[config.mk]
export PLATFORM = sky130hd
export DESIGN_NAME = lpc_mem_target
export DESIGN_NICKNAME = d
export VERILOG_FILES = /design/src/rtl/lpc_mem_target_pkg.sv /design/src/rtl/lpc_sync_timer.sv /design/src/rtl/lpc_mem_target.sv
export SDC_FILE = /design/constraint.sdc
export NUM_CORES = 1
export LEC_CHECK = 0
export CORE_AREA = 2 2 112 114
export CTS_CLUSTER_SIZE = 25
export DETAILED_ROUTE_END_ITERATION = 8
export DIE_AREA = 0 0 114 116
export SETUP_SLACK_MARGIN = 0.2
export SYNTH_ARGS = -nofsm -noshare
export SYNTH_HDL_FRONTEND = slang
export SYNTH_SLANG_ARGS = --single-unit
[constraint.sdc]
create_clock -name lclk -period 1.9 [get_ports lclk]
set_input_delay 0.38 -clock lclk [delete_from_list [all_inputs] [get_ports lclk]]
set_output_delay 0.38 -clock lclk [all_outputs]
set_load 0.01 [all_outputs]
[src/rtl/lpc_mem_target_pkg.sv]
// Shared LPC frame constants and target FSM state encoding.
// The LPC host block imports the same definitions, so both sides agree on frame nibbles.
package lpc_mem_target_pkg;

  localparam logic [3:0] LPC_START   = 4'h0;
  localparam logic [1:0] CYCTYPE_MEM = 2'b01;
  localparam logic [3:0] SYNC_READY  = 4'h0;
  localparam logic [3:0] SYNC_LWAIT  = 4'h6;
  localparam logic [3:0] SYNC_ERROR  = 4'hA;
  localparam logic [3:0] TAR_DRIVE   = 4'hF;

  typedef enum logic [3:0] {
    ST_IDLE   = 4'd0,
    ST_CYC    = 4'd1,
    ST_ADDR   = 4'd2,
    ST_WDATA  = 4'd3,
    ST_HTAR   = 4'd4,
    ST_SYNC   = 4'd5,
    ST_RDATA  = 4'd6,
    ST_TTAR   = 4'd7,
    ST_IGNORE = 4'd8
  } lpc_state_e;

  function automatic logic addr_hit(input logic [31:0] addr,
                                    input logic [31:0] base,
                                    input logic [31:0] mask);
    return (addr & mask) == base;
  endfunction

endpackage

[src/rtl/lpc_sync_timer.sv]
// Saturating count of LWAIT SYNC cycles driven in the current frame.
// The timeout flag rises once TIMEOUT wait cycles have been issued.
module lpc_sync_timer #(
  parameter int unsigned TIMEOUT = 8
) (
  input  logic i_clk,
  input  logic i_rst_n,
  input  logic i_clr,
  input  logic i_en,
  output logic o_timeout
);

  localparam logic [7:0] LP_LIMIT = 8'(TIMEOUT);

  logic [7:0] r_count;

  always_ff @(posedge i_clk or negedge i_rst_n) begin
    if (!i_rst_n) begin
      r_count <= 8'd0;
    end else if (i_clr) begin
      r_count <= 8'd0;
    end else if (i_en && (r_count != 8'hFF)) begin
      r_count <= r_count + 8'd1;
    end
  end

  assign o_timeout = (r_count >= LP_LIMIT);

endmodule

[src/rtl/lpc_mem_target.sv]
// LPC memory-cycle target: decodes host frames, drives TAR/SYNC/read data on LAD,
// and hands each decoded cycle to a req/ack back-end.
module lpc_mem_target
  import lpc_mem_target_pkg::*;
#(
  parameter logic [31:0] ADDR_BASE    = 32'h0000_0000,
  parameter logic [31:0] ADDR_MASK    = 32'hFFFF_0000,
  parameter int unsigned SYNC_TIMEOUT = 8
) (
  input  logic        lclk,
  input  logic        lreset_n,
  input  logic [3:0]  lad_in,
  output logic [3:0]  lad_out,
  output logic        lad_oe,
  input  logic        lframe,
  output logic        be_req,
  output logic        be_wr,
  output logic [31:0] be_addr,
  output logic [7:0]  be_wdata,
  input  logic [7:0]  be_rdata,
  input  logic        be_ack
);

  lpc_state_e  r_state, w_state_next;
  logic [2:0]  r_cnt, w_cnt_next;
  logic        r_dir, w_dir_next;
  logic [31:0] r_addr, w_addr_next;
  logic [7:0]  r_wdata, w_wdata_next;
  logic [7:0]  r_rdata, w_rdata_next;
  logic        r_req, w_req_next;
  logic        r_wr, w_wr_next;
  logic        r_ack, w_ack_next;
  logic [3:0]  r_lad_out, w_lad_out_next;
  logic        r_lad_oe, w_lad_oe_next;
  logic        w_ack_in, w_ok, w_timeout, w_tmr_clr, w_tmr_en;
  logic [31:0] w_addr_full;

  lpc_sync_timer #(.TIMEOUT(SYNC_TIMEOUT)) u_sync_timer (
    .i_clk    (lclk),
    .i_rst_n  (lreset_n),
    .i_clr    (w_tmr_clr),
    .i_en     (w_tmr_en),
    .o_timeout(w_timeout)
  );

  // An ack only counts while a request is outstanding.
  assign w_ack_in    = be_ack & r_req;
  assign w_ok        = r_ack | w_ack_in;
  assign w_addr_full = {r_addr[27:0], lad_in};

  always_comb begin
    w_state_next   = r_state;
    w_cnt_next     = r_cnt;
    w_dir_next     = r_dir;
    w_addr_next    = r_addr;
    w_wdata_next   = r_wdata;
    w_rdata_next   = r_rdata;
    w_req_next     = r_req;
    w_wr_next      = r_wr;
    w_ack_next     = r_ack;
    w_lad_out_next = TAR_DRIVE;
    w_lad_oe_next  = 1'b0;
    w_tmr_clr      = 1'b0;
    w_tmr_en       = 1'b0;

    if (w_ack_in) begin
      w_req_next = 1'b0;
      w_ack_next = 1'b1;
      if (!r_wr) w_rdata_next = be_rdata;
    end

    if ((r_state != ST_IDLE) && !lframe) begin
      w_state_next = (lad_in == LPC_START) ? ST_CYC : ST_IDLE;
      w_req_next   = 1'b0;
      w_ack_next   = 1'b0;
      w_tmr_clr    = 1'b1;
    end else begin
      case (r_state)
        ST_IDLE: begin
          if (!lframe && (lad_in == LPC_START)) w_state_next = ST_CYC;
        end
        ST_CYC: begin
          if ((lad_in[3:2] == CYCTYPE_MEM) && !lad_in[0]) begin
            w_dir_next   = lad_in[1];
            w_cnt_next   = 3'd7;
            w_state_next = ST_ADDR;
          end else begin
            w_state_next = ST_IGNORE;
          end
        end
        ST_ADDR: begin
          w_addr_next = w_addr_full;
          w_cnt_next  = r_cnt - 3'd1;
          if (r_cnt == 3'd0) begin
            if (!addr_hit(w_addr_full, ADDR_BASE, ADDR_MASK)) begin
              w_state_next = ST_IGNORE;
            end else if (r_dir) begin
              w_state_next = ST_WDATA;
              w_cnt_next   = 3'd1;
            end else begin
              w_state_next = ST_HTAR;
              w_cnt_next   = 3'd1;
              w_req_next   = 1'b1;
              w_wr_next    = 1'b0;
              w_ack_next   = 1'b0;
              w_tmr_clr    = 1'b1;
            end
          end
        end
        ST_WDATA: begin
          if (r_cnt == 3'd1) begin
            w_wdata_next[3:0] = lad_in;
            w_cnt_next        = 3'd0;
          end else begin
            w_wdata_next[7:4] = lad_in;
            w_state_next      = ST_HTAR;
            w_cnt_next        = 3'd1;
            w_req_next        = 1'b1;
            w_wr_next         = 1'b1;
            w_ack_next        = 1'b0;
            w_tmr_clr         = 1'b1;
          end
        end
        ST_HTAR: begin
          if (r_cnt == 3'd1) begin
            w_cnt_next = 3'd0;
          end else begin
            w_state_next  = ST_SYNC;
            w_lad_oe_next = 1'b1;
            if (w_ok) begin
              w_lad_out_next = SYNC_READY;
            end else begin
              w_lad_out_next = SYNC_LWAIT;
              w_tmr_en       = 1'b1;
            end
          end
        end
        ST_SYNC: begin
          w_lad_oe_next = 1'b1;
          // The nibble on LAD this cycle tells whether SYNC has finished.
          if (r_lad_out == SYNC_READY) begin
            w_cnt_next = 3'd1;
            if (r_dir) begin
              w_state_next = ST_TTAR;
            end else begin
              w_state_next   = ST_RDATA;
              w_lad_out_next = r_rdata[3:0];
            end
          end else if (r_lad_out == SYNC_ERROR) begin
            w_state_next = ST_TTAR;
            w_cnt_next   = 3'd1;
          end else if (w_ok) begin
            w_lad_out_next = SYNC_READY;
          end else if (!w_timeout) begin
            w_lad_out_next = SYNC_LWAIT;
            w_tmr_en       = 1'b1;
          end else begin
            w_lad_out_next = SYNC_ERROR;
            w_req_next     = 1'b0;
          end
        end
        ST_RDATA: begin
          w_lad_oe_next = 1'b1;
          if (r_cnt == 3'd1) begin
            w_lad_out_next = r_rdata[7:4];
            w_cnt_next     = 3'd0;
          end else begin
            w_state_next = ST_TTAR;
            w_cnt_next   = 3'd1;
          end
        end
        ST_TTAR: begin
          if (r_cnt == 3'd1) begin
            w_cnt_next = 3'd0;
          end else begin
            w_state_next = ST_IDLE;
          end
        end
        ST_IGNORE: begin
          w_state_next = ST_IGNORE;
        end
        default: begin
          w_state_next = ST_IDLE;
        end
      endcase
    end
  end

  always_ff @(posedge lclk or negedge lreset_n) begin
    if (!lreset_n) begin
      r_state   <= ST_IDLE;
      r_cnt     <= 3'd0;
      r_dir     <= 1'b0;
      r_addr    <= 32'd0;
      r_wdata   <= 8'd0;
      r_rdata   <= 8'd0;
      r_req     <= 1'b0;
      r_wr      <= 1'b0;
      r_ack     <= 1'b0;
      r_lad_out <= TAR_DRIVE;
      r_lad_oe  <= 1'b0;
    end else begin
      r_state   <= w_state_next;
      r_cnt     <= w_cnt_next;
      r_dir     <= w_dir_next;
      r_addr    <= w_addr_next;
      r_wdata   <= w_wdata_next;
      r_rdata   <= w_rdata_next;
      r_req     <= w_req_next;
      r_wr      <= w_wr_next;
      r_ack     <= w_ack_next;
      r_lad_out <= w_lad_out_next;
      r_lad_oe  <= w_lad_oe_next;
    end
  end

  assign lad_out  = r_lad_out;
  assign lad_oe   = r_lad_oe;
  assign be_req   = r_req;
  assign be_wr    = r_wr;
  assign be_addr  = r_addr;
  assign be_wdata = r_wdata;

endmodule
# --- Word level (Yosys, flattened, before mapping) ---
# Index checks and enable logic that the tools add are counted.
word_totals:
  ff_bits: 72
  input_bits: 16
  output_inout_bits: 47
  wordCells: 147
op_classes:
  addsub: 2
  order_cmp: 1
  eq_ne: 26
  n_mux: 74
  bitwise_logic: 5
  reduce_logical: 26
ops:
  columns: ["cell", "n"]
  rows:
  - ["$mux 4", 19]
  - ["$mux 1", 36]
  - ["$pmux 4 s9", 1]
  - ["$logic_not 32->1", 1]
  - ["$mux 3", 8]
  - ["$ne 3x3->1 const B", 7]
  - ["$eq 4x3->1 const B", 4]
  - ["$mux 8", 2]
  - ["$pmux 3 s5", 1]
  - ["$logic_not 4->1", 3]
  - ["$pmux 4 s3", 1]
  - ["$ne 2x2->1 const B", 5]
  - ["$pmux 1 s2", 5]
  - ["$reduce_and 3->1", 3]
  - ["$add 8x1->8 const B", 1]
  - ["$eq 4x2->1 const B", 2]
  - ["$eq 4x4->1 const B", 2]
  - ["$ge 8x4->1 const B", 1]
  - ["$ne 8x8->1 const B", 1]
  - ["$reduce_and 7->1", 1]
  - ["$reduce_and 6->1", 1]
  - ["$reduce_or 2->1", 3]
  - ["$reduce_and 5->1", 1]
  - ["$reduce_bool 5->1", 1]
  - ["16 further kinds", 24]

# --- Depth between registers and ports, before layout ---
depth:
  depth_word: 10
  mapped_depth: 8
  ltp_nobuf: 7

# --- By module ---
# Synthesis repeated with hierarchy kept, for this count alone.
unflattened:
  hier_cells: 321
  area_unflattened_um2: 3641.0
modules_own_cells:
  columns: ["mod", "instances", "cells_each", "area_per_inst_um2", "seq_area_each_um2"]
  rows:
  - ["lpc_mem_target", 1, 269, 3124.2, 1606.5]
  - ["lpc_sync_timer", 1, 52, 516.7, 200.2]

# --- Worst setup path before layout ---
# No wires, ideal clock.
synth_path:
  kind: "flip-flop to flip-flop"
  from: "register u_sync_timer.r_count[3]"
  to: "register u_sync_timer.r_count[2]"
  setup_time_ps: 81
  arrival_time_ps: 1912
  t_required_ps: 1819
  setup_slack_ps: -93
  stages_incl_launch_ff: 6
  path_buffers: 1
  synth_period_minus_slack_ps: 1993
  path_cell_list: "dfrtp_1 > or4_4 > o31a_1 > buf_6 > or4_1 > a21oi_1"
synth_between:
  elab_chain_cells: 9
  elab_cells_between_ends: 10
  cone_classes: "order compare: 1; eq/ne: 1; mux: 6; reduce/logical: 2"
synth_rtl:
  columns: ["item", "line", "source"]
  rows:
  - ["start: declaration", "lpc_sync_timer.sv:15", "logic [7:0] r_count;"]
  - ["start signal: assignment", "lpc_sync_timer.sv:23", "r_count <= r_count + 8'd1;"]
  - ["$ge 8x4->1", "lpc_sync_timer.sv:27", "assign o_timeout = (r_count >= LP_LIMIT);"]
  - ["$mux 1", "lpc_mem_target.sv:154", "end else if (!w_timeout) begin"]
  - ["$mux 1", "lpc_mem_target.sv:152", "end else if (w_ok) begin"]
  - ["$mux 1", "lpc_mem_target.sv:149", "end else if (r_lad_out == SYNC_ERROR) begin"]
  - ["$mux 1", "lpc_mem_target.sv:141", "if (r_lad_out == SYNC_READY) begin"]
  - ["$pmux 1 s2", "lpc_mem_target.sv:78", "case (r_state)"]
  - ["$mux 1", "lpc_mem_target.sv:72", "if ((r_state != ST_IDLE) && !lframe) begin"]
  - ["$logic_and 1x1->1 *", "lpc_sync_timer.sv:22", "end else if (i_en && (r_count != 8'hFF)) begin"]
  - ["$reduce_bool 2->1 (no line) *", null, null]
# Every way passes the cells marked *; elsewhere a longest branch is shown, timed or not.
# A chain may end at the register's enable or synchronous reset.

# --- Final worst setup path ---
layout_path:
  from: "register r_state[1]"
  to: "register u_sync_timer.r_count[7]"
layout_between:
  elab_chain_cells: 5
  elab_cells_between_ends: 13
  cone_classes: "eq/ne: 4; mux: 5; reduce/logical: 4"
layout_rtl:
  columns: ["item", "line", "source"]
  rows:
  - ["start: declaration", "lpc_mem_target.sv:24", "lpc_state_e r_state, w_state_next;"]
  - ["start signal: assignment", "lpc_mem_target.sv:203", "r_state <= w_state_next;"]
  - ["$eq 4x3->1 / $reduce_bool 4->1 (equally long branches)", "lpc_mem_target.sv:78, lpc_mem_target.sv:72", null]
  - ["$pmux 1 s2 / $logic_and 1x1->1 (equally long branches)", "lpc_mem_target.sv:78, lpc_mem_target.sv:72", null]
  - ["$mux 1", "lpc_mem_target.sv:72", null]
  - ["$logic_and 1x1->1", "lpc_sync_timer.sv:22", null]
  - ["$reduce_bool 2->1 (no line)", null, null]
# Several ways; a longest one is shown, not always the timed one.

==> results.yml <==
worst_setup_path:
  arrival_ns: 2.20
  start_kind: "register"
  ff2ff_path_depth: 7
  cpMostUsedCell: "buf_4"
  end_kind: "register"
  reg2reg_slack_ns: -0.09
  r2r-start: "r_state[1]"
  crit_fanout: 5
  critPathSlowestCell: "dfrtp_2"
  slowest_delay_ns: 0.44
  rr_endpoint: "u_sync_timer.r_count[7]"
  crit_type: "reg -> reg"
  cp_cell_sequence: "and4bb_2 > o31ai_4 > buf_4 > o31a_1 > buf_4 > o31ai_2 > a21oi_2"
  crit_start: "r_state[1]"
  required_ns: 2.12
routing:
  wl_per_cell_um: 17.0
  drc: 0
  drt-pass1-iter-count: 4
  via_per_inst: 5.07
  vias: 3203
  drt_iter0_drc: 149
  finalWirelength_um: 10800
  antenna_left: 0
cells_and_area:
  final_common_cell: "buf_4"
  syn2layout_area_growth_pct: 75.1
  antenna_cells: 0
  final_nets: 501
  final_cell_mix: "buf_4, dfrtp_1, mux2_4"
  nFillCells: 1010
  final_cells: 632
  drive_gt1_share_pct: 53.2
  final_util_pct: 51.8
clock_tree:
  clk_latency_ns: 0.34
  cts_buffer_depth: 2
  clk_pin_slew_worst_paths_ns: 0.06
  cts.sinks: 72
  cts_inserted_buffers: 9
  clock-root-buffer: "clkbuf_16"
  cts_max_level: 3
  cts_tree: "done"
logic_synthesis:
  yosysUniqueCellTypes: 51
  synth_area_um2: 3520
  syn-num-nets: 330
  synth_flop_cell: "dfrtp_1"
  ys_seq_area_share_pct: 51.3
  synth-edff-count: 0
  ys_ff_latch: 72
  synthArstFlopShare_pct: 100
  syn_inst: 309
  avgSynthCellArea_um2: 11.4
  ys_warn_count: 0
grt:
  antenna_found_initial: 0
  grt_pass1_vias: 3458
  grt_first_pass_wirelength_um: 17300
  grt_max_degree: 43
  track_usage_pct: 16.7
  overflow: 0
floorplanning:
  io_pins: 63
  die_w_um: 114
  coreArea_um2: 11900
  die_h_um: 116
  initial_utilization_pct: 29.6
  fp-row-count: 40
  dieArea_um2: 13200
hold_path:
  hp-class: "in -> async"
flow_run:
  drv_cap: 0
timing:
  relSlewSlack_pct: 74.5
  drv_slew: 0
  tightestPinTransition_ns: 0.382
  setup_violations: 6
  fin_worst_skew_ns: 0.00713
  finalCriticalPeriod_ns: 1.99
  setup_slack_ns: -0.0877
  fin_crit_sh_pct: 105
  rsz0062_at_grt: "true"
  timing.final.hold_violations: 0
  fmax_ghz: 0.503
pwr:
  max-vdd-ir-drop_mv: 0.767
  power_density_nw_per_um2: 1120
  power_leakage_nw: 3.03
placement:
  routabilityCongestion: 0.853
  io_buffers: 62
  dpl.hpwl_um: 6750
  dp.cells: 579
run_status:
  violations: "setup timing"
  status: "finished, violations left"
==> area by class of cell <==
class	instances	area [um2]	area share, %
Multi-Input combinational cell	216	2250	36.5
Sequential cell	72	1810	29.3
Timing Repair Buffer	173	1610	26.1
Clock buffer	10	239	3.87
Tap cell	147	184	2.98
Clock inverter	6	43.8	0.710
Inverter	8	30.0	0.487
==> per-stage QoR <==
| step | hold WS [ns] | power [mW] | setup TNS [ns] | worst slack, ns | area [um2] |
|---|---|---|---|---|---|
| floorplan | 0.0844 | 3.20 | -0.315 | -0.0862 | 3610 |
| global placement | 0.314 | 4.26 | -2.42 | -0.327 | 4910 |
| detailed placement | 0.314 | 4.31 | -3.13 | -0.384 | 4910 |
| CTS | 0.480 | 6.56 | -0.131 | -0.0422 | 5790 |
| global route | 0.530 | 7.24 | -0.720 | -0.131 | 6170 |
| finish | 0.503 | 6.88 | -0.370 | -0.0877 | 6170 |
==> sequential cells by signal (all words and copies together), names as in the netlist <==
name,cells
r_ack,1
r_rdata,8
r_state,4
u_sync_timer.r_count,8
be_addr,32
lad_oe,1
r_cnt,3
be_req,1
r_dir,1
be_wr,1
be_wdata,8
lad_out,4
==> cell usage after synthesis, drive strengths merged, types with 2 or more instances <==
library cell,n,area share [%]
nand2,13,1.4
inv,8,0.85
o221ai,2,0.50
or4,8,1.8
nor4,5,0.89
clkbuf,7,0.78
nor3,6,0.85
nand3b,5,1.1
nor4b,2,0.50
o31ai,9,1.9
dfstp,4,3.0
or2,3,0.53
a21oi,17,2.4
ha,5,1.8
buf,7,1.2
o32ai,2,0.50
nor2,14,1.5
mux2i,3,0.85
o21ai,13,1.8
o31a,2,0.50
a311oi,2,0.50
dfrtp,68,48
a21o,3,0.64
nand2b,5,0.89
nand3,15,2.1
nor2b,4,0.71
a31oi,2,0.36
mux2,51,16
a2bb2oi,2,0.50
and3,5,0.92
==> worst max-delay path, delay by kind of cell (launching register included) <==
| family | cells | cell delay (ns) |
|---|---|---|
| compound gates | 4 | 0.76 |
| flops | 1 | 0.44 |
| buf+inv | 2 | 0.32 |
| simple gates | 1 | 0.35 |
==> power breakdown <==
part           switching, mW  internal (mW)  leakage [nW]
clock network          0.669          0.923         0.139
registers              0.307           1.87         0.955
logic                   1.32           1.79          1.94
total                   2.30           4.58          3.03
==> worst max path at each step <==
| stage | end | slack, ns | cells after the start |
|---|---|---|---|
| 2_1_floorplan | u_sync_timer.r_count[2] | -0.09 | 5 |
| 3_3_place_gp | r_state[1] | -0.33 | 6 |
| 3_5_place_dp | r_state[1] | -0.38 | 6 |
| 4_1_cts | u_sync_timer.r_count[6] | -0.04 | 4 |
| 5_1_grt | u_sync_timer.r_count[6] | -0.13 | 4 |
| 6_report | u_sync_timer.r_count[7] | -0.09 | 7 |
==> per-layer routing <==
| layer | track usage [%] | up-vias | routed length (um) |
|---|---|---|---|
| met5 | 0 | - | 0 |
| met4 | 6.91 | 0 | 155 |
| met3 | 3.19 | 14 | 339 |
| met2 | 29.3 | 63 | 5610 |
| met1 | 20.1 | 1615 | 4670 |
| li1 | - | 1511 | - |
==> what timing repair did <==
action,CTS,global route
setup endpoints to repair,74,68
endpoints found under the hold margin,13,0
gates cloned,3,1
hold buffers,1,0
gates resized for setup,113,79
pin swaps,24,13
buffers inserted,25,7
==> cells by family after synthesis <==
| logic type | Yosys count | synth area share (%) |
|---|---|---|
| AOI/OAI and AO/OA | 63 | 11.8 |
| xor gates and xnor gates | 1 | 0.249 |
| adders and majority gates | 5 | 1.78 |
| buffers and inverters | 22 | 2.81 |
| DFF | 72 | 51.3 |
| muxes | 54 | 17.2 |
| and+or+nand+nor | 92 | 14.9 |
Power figures use the tool's default switching activity.
